===== config.mk =====
export PLATFORM = sky130hd
export DESIGN_NAME = pool_window_buffer_flat
export DESIGN_NICKNAME = d
export VERILOG_FILES = /design/src/rtl/pool_window_buffer_if.sv /design/src/rtl/pool_window_buffer.sv /design/src/flat_wrapper.sv
export SDC_FILE = /design/constraint.sdc
export NUM_CORES = 1
export LEC_CHECK = 0
export CAP_MARGIN = 20
export CORE_ASPECT_RATIO = 0.7
export CORE_MARGIN = 10
export CORE_UTILIZATION = 40
export CTS_BUF_LIST = sky130_fd_sc_hd__clkbuf_4
export CTS_CLUSTER_SIZE = 30
export DETAILED_ROUTE_END_ITERATION = 10
export MAX_ROUTING_LAYER = met4
export PLACE_DENSITY = 0.6
export SYNTH_ARGS = -nofsm -noshare
export SYNTH_HDL_FRONTEND = slang
export SYNTH_SLANG_ARGS = --single-unit
export TNS_END_PERCENT = 50

===== constraint.sdc =====
create_clock -name clk -period 3.4 [get_ports clk]
set_input_delay 1.02 -clock clk [delete_from_list [all_inputs] [get_ports clk]]
set_output_delay 1.02 -clock clk [all_outputs]
set_load 0.1 [all_outputs]

===== src/rtl/pool_window_buffer_if.sv =====
// pool_window_buffer_if: pixel stream in, packed NxN window stream out
interface pool_window_buffer_if #(
  parameter int N       = 3,
  parameter int BitSize = 8
);
  logic                    in_valid;
  logic [BitSize-1:0]      in_data;
  logic                    out_valid;
  logic [BitSize*N*N-1:0]  out_data;
  logic                    out_last;
  modport master (output in_valid, in_data, input out_valid, out_data, out_last);
  modport slave  (input in_valid, in_data, output out_valid, out_data, out_last);
endinterface


===== src/rtl/pool_window_buffer.sv =====
// pool_window_buffer: raster pixel stream to non-overlapping NxN windows (stride N)
module pool_window_buffer #(
  parameter int N           = 3,
  parameter int BitSize     = 8,
  parameter int ImageWidth  = 24,
  parameter int ImageHeight = 24
) (
  input  logic                      clk,
  input  logic                      res_n,
  pool_window_buffer_if.slave       bus
);
  localparam int CW  = $clog2(ImageWidth);
  localparam int RW  = $clog2(ImageHeight);
  localparam int SW  = $clog2(N);
  localparam int RBW = N > 2 ? $clog2(N - 1) : 1;
  localparam int SRW = (N - 1) * BitSize;
  localparam int WW  = (ImageWidth / N) * N;
  localparam int HH  = (ImageHeight / N) * N;
  logic [CW-1:0]          col;
  logic [RW-1:0]          row;
  logic [SW-1:0]          csub;
  logic [SW-1:0]          rsub;
  logic [BitSize-1:0]     rbuf [N-1][ImageWidth];
  logic [SRW-1:0]         sreg;
  logic [BitSize*N*N-1:0] win;
  logic [CW-1:0]          base;
  logic                   last_col;
  logic                   last_row;
  logic                   done;
  logic                   frame_end;
  always_comb begin
    last_col  = col == CW'(ImageWidth - 1);
    last_row  = row == RW'(ImageHeight - 1);
    base      = col - CW'(N - 1);
    done      = bus.in_valid && rsub == SW'(N - 1) && csub == SW'(N - 1)
                && int'(col) < WW && int'(row) < HH;
    frame_end = done && row == RW'(HH - 1) && col == CW'(WW - 1);
  end
  // Top N-1 rows come from the row buffers, the bottom row from the shift register plus the live pixel
  for (genvar r = 0; r < N; r++) begin : g_row
    for (genvar c = 0; c < N; c++) begin : g_col
      if (r < N - 1) begin : g_buf
        assign win[(r*N+c)*BitSize +: BitSize] = rbuf[r][base + CW'(c)];
      end else if (c < N - 1) begin : g_sreg
        assign win[(r*N+c)*BitSize +: BitSize] = sreg[c*BitSize +: BitSize];
      end else begin : g_live
        assign win[(r*N+c)*BitSize +: BitSize] = bus.in_data;
      end
    end
  end
  always_ff @(posedge clk or negedge res_n) begin
    if (!res_n) begin
      col           <= '0;
      row           <= '0;
      csub          <= '0;
      rsub          <= '0;
      bus.out_valid <= 1'b0;
      bus.out_last  <= 1'b0;
      bus.out_data  <= '0;
    end else begin
      bus.out_valid <= done;
      bus.out_last  <= frame_end;
      if (done) bus.out_data <= win;
      if (bus.in_valid) begin
        col  <= last_col ? '0 : col + 1'b1;
        csub <= (last_col || csub == SW'(N - 1)) ? '0 : csub + 1'b1;
        if (last_col) begin
          row  <= last_row ? '0 : row + 1'b1;
          rsub <= (last_row || rsub == SW'(N - 1)) ? '0 : rsub + 1'b1;
        end
      end
    end
  end
  // Storage needs no reset: every window reads only locations written earlier in its own row group
  always_ff @(posedge clk) begin
    if (bus.in_valid && rsub != SW'(N - 1)) rbuf[RBW'(rsub)][col] <= bus.in_data;
    if (bus.in_valid && rsub == SW'(N - 1)) sreg <= SRW'({bus.in_data, sreg} >> BitSize);
  end
endmodule


===== src/flat_wrapper.sv =====
// flat-port wrapper written by rule: the top's interface ports become plain ports
module pool_window_buffer_flat 
#(
  parameter int N           = 3,
  parameter int BitSize     = 8,
  parameter int ImageWidth  = 24,
  parameter int ImageHeight = 24
)
  (clk, res_n, bus_in_valid, bus_in_data, bus_out_valid, bus_out_data, bus_out_last);
  pool_window_buffer_if #(.N(N), .BitSize(BitSize)) bus_i ();
  input  logic clk;
  input  logic res_n;
  input wire logic [$bits(bus_i.in_valid)-1:0] bus_in_valid;
  input wire logic [$bits(bus_i.in_data)-1:0] bus_in_data;
  output wire logic [$bits(bus_i.out_valid)-1:0] bus_out_valid;
  output wire logic [$bits(bus_i.out_data)-1:0] bus_out_data;
  output wire logic [$bits(bus_i.out_last)-1:0] bus_out_last;
  assign bus_i.in_valid = bus_in_valid;
  assign bus_i.in_data = bus_in_data;
  assign bus_out_valid = bus_i.out_valid;
  assign bus_out_data = bus_i.out_data;
  assign bus_out_last = bus_i.out_last;
  pool_window_buffer #(.N(N), .BitSize(BitSize), .ImageWidth(ImageWidth), .ImageHeight(ImageHeight)) u_core (.clk(clk), .res_n(res_n), .bus(bus_i));
endmodule

==> metrics.txt <==
Area Overhead vs Synth 14.4%; #FFs+latches synth 488; Int Power 14.0 mW; Net Sw Frac 43.8%; Async SR Flop Fraction 18.0%; top cells by area, synth edfxtp_1 48%, mux4_2 20%, dfrtp_1 8.8%; Synth top area share 48.2%; status completed; arrival time at the worst endpoint 3.81 ns; IO Pins 85; die footprint 0.0728 mm²; pwr/cell area 872 mW/mm²; CP most frequent cell a21oi_1; # hold bufs at CTS 0; synthesized area per cell 14.6 µm²; combinational share of power 51.8%; DR pass1 iterations 7; Initial Util 40.4%; final instance area 0.0285 mm²; core area 0.0616 mm²; DR vias 17100; clock skew 0.0576 ns; most used flip-flop cell after synthesis edfxtp_1; Setup-failing EPs final 0; worst-skew pair later-pin latency 0.87 ns; initial antenna violation count 3; Final ANT Viol Nets 0; Slowest Stage Delay on Critical Path 0.64 ns; final wirelength 77900 µm; largest net degree at the start of global routing 70; Hold WC Path Type input port to async pin; worst slew pin tran 1.23 ns; WP buf/inv 2; Synth Warn # 0; sequential power share 28.5%; total congestion overflow 0; Synth cell types 42; Pins Over Slew Limit 0; clock power share 19.8%; CTS buffer count 115; gr usage total 21.5%; DRC Markers 0; critical path cell sequence inv_1 > ha_4 > buf_12 > mux4_2 > nand2_1 > a21oi_1 > a21oi_1 > a21oi_1; leak pwr 10.5 nW; CP Data Required Time 4.16 ns; first-pass GRT wire length 114000 µm; wire per inst 27.6 µm; Synth area leader edfxtp_1; Rel. slew slack 17.9%; post-CTS setup buffer count 0; Root Driver clkbuf_4; Hold Vio Cnt, Final 0; layout cells sized above 1 31.6%; min Tclk post-route 3.05 ns; Mapped Cells 1707; RSZ-0062 raised after global routing no; maxcap violations 0; Post-synth EDFFs 400; die height 229 µm; H-tree levels 3; Switch Pwr 10.9 mW; Placed Area 0.0270 mm²; commonest non-fill, non-tap cell in the layout edfxtp_1; CTS tree yes; startpoint types flip-flop; final setup TNS 0 ns; Sink Count 488; standard-cell rows 76; Initial DRC Count 2000; Die Wd 318 µm; crit share post-route 89.8%; Max Freq 328 MHz; crit end category flip-flop; Final nets 1922; most frequent cells in the layout 400 x edfxtp_1, 252 x nand2_1, 224 x mux4_2; Crit path max-delay family compound AO/OA/AOI/OAI gates; routability cong. 0.938; clk slew on worst S/H paths 0.08 ns; sequential-to-total area share from yosys stat 57.1%; Synth Net Count 1727; worst-path maximum fanout 33; DR vias/cell 6.05; WS Path Type flip-flop to flip-flop; HPWL Detailed 51200 µm; input/output buffers 84; post-CTS resize count 0; clock buffer depth 3; crit path max-delay cell type dfrtp_4; via count of the first global-routing pass 16700; Cell Area, Synth 0.0249 mm²; worst-case vdd ir drop 0.000793 V
-- kinds of logic (layout without fill, tap and decap cells) --
family | after synthesis | after routing | share of synthesized area [%]
AND/OR/NAND/NOR | 518 | 518 | 8.84
AO/OA/AOI/OAI | 171 | 171 | 3.81
flip-flops | 488 | 488 | 57.1
adder cells (fa/ha/maj) | 9 | 9 | 0.452
XOR/XNOR | 15 | 15 | 0.694
other | 0 | 3 | 0
multiplexers | 372 | 372 | 26.2
buffers and inverters | 134 | 427 | 2.88
-- routing by layer --
layer / global-route usage, % / up-vias / share of wire, %
li1: - / 7133 / -
met1: 29.1 / 8789 / 42
met2: 29.6 / 1012 / 43
met3: 7.89 / 133 / 12
met4: 6.55 / 0 / 2.6
met5: - / - / 0
-- synthesized netlist by cell type, types with 8 or more instances --
| master | instances |
|---|---|
| edfxtp_1 | 400 |
| nand2_1 | 252 |
| mux4_2 | 224 |
| mux2i_1 | 144 |
| nor2_1 | 118 |
| dfrtp_1 | 88 |
| a21oi_1 | 81 |
| nand3_1 | 75 |
| buf_2 | 40 |
| o21ai_0 | 38 |
| nor3_1 | 35 |
| clkbuf_1 | 32 |
| o22ai_1 | 32 |
| buf_1 | 22 |
| buf_4 | 22 |
| or3_1 | 18 |
| o211ai_1 | 16 |
| buf_6 | 11 |
| ha_1 | 9 |
| xnor2_1 | 8 |
-- power groups by stage --
stage | clock [mW] | combinational, mW | sequential (mW)
3_3_place_gp | 0 | 12.6 | 7.17
3_5_place_dp | 0 | 12.7 | 7.19
2_1_floorplan | 0 | 7.57 | 7.60
5_1_grt | 5.34 | 13.4 | 7.10
6_report | 4.92 | 12.9 | 7.07
4_1_cts | 5.04 | 12.7 | 7.06
-- final timing paths --
path,cells after the start,slack (ns),startpoint,to
setup / recovery,8,0.35,u_core.col[0],u_core.bus.out_data[9]
hold / removal,1,0.17,res_n,u_core.bus.out_data[12]
setup reg to reg,8,0.35,u_core.col[0],u_core.bus.out_data[9]
hold reg to reg,2,0.45,u_core.sreg[5],u_core.bus.out_data[53]
max in group asynchronous,2,2.51,res_n,u_core.row[0]
min in group clk,1,0.43,bus_in_data[4],u_core.rbuf[0][68]
-- stage by stage --
stage	std cells	hold WS, ns	utilization, %	setup WS (ns)	power (mW)
detailed placement	2604	0.437	43.7	0.210	19.9
global placement	2603	0.429	43.7	0.239	19.8
CTS	2819	0.125	46.2	0.426	24.8
global route	2820	0.145	46.2	0.201	25.9
floorplan	1707	0.415	-	0.267	15.2
finish	2822	0.170	46.2	0.347	24.9
-- final cells by class --
cell class                      count  area, µm²
Timing Repair Buffer              205       1650
Clock buffer                      176       1320
Fill cell                        5493      33100
Multi-Input combinational cell   1085      10000
Antenna cell                        3       7.51
Sequential cell                   488      14200
Clock inverter                     39        209
Tap cell                          819       1020
Inverter                            7       26.3
-- state kept, by name (all words and copies together), names as in the netlist --
register,flops
u_core.rbuf,384
u_core.bus.out_data,72
u_core.sreg,16
u_core.col,5
u_core.row,5
u_core.csub,2
u_core.rsub,2
u_core.bus.out_last,1
u_core.bus.out_valid,1
-- worst register-to-register path: stages (launching register included) --
cell and delay [ns]:
dfrtp_4 0.64, inv_1 0.21, ha_4 0.61, buf_12 0.31, mux4_2 0.33, nand2_1 0.05, a21oi_1 0.43, a21oi_1 0.17
a21oi_1 0.21
(Power assumes the default switching activity.)
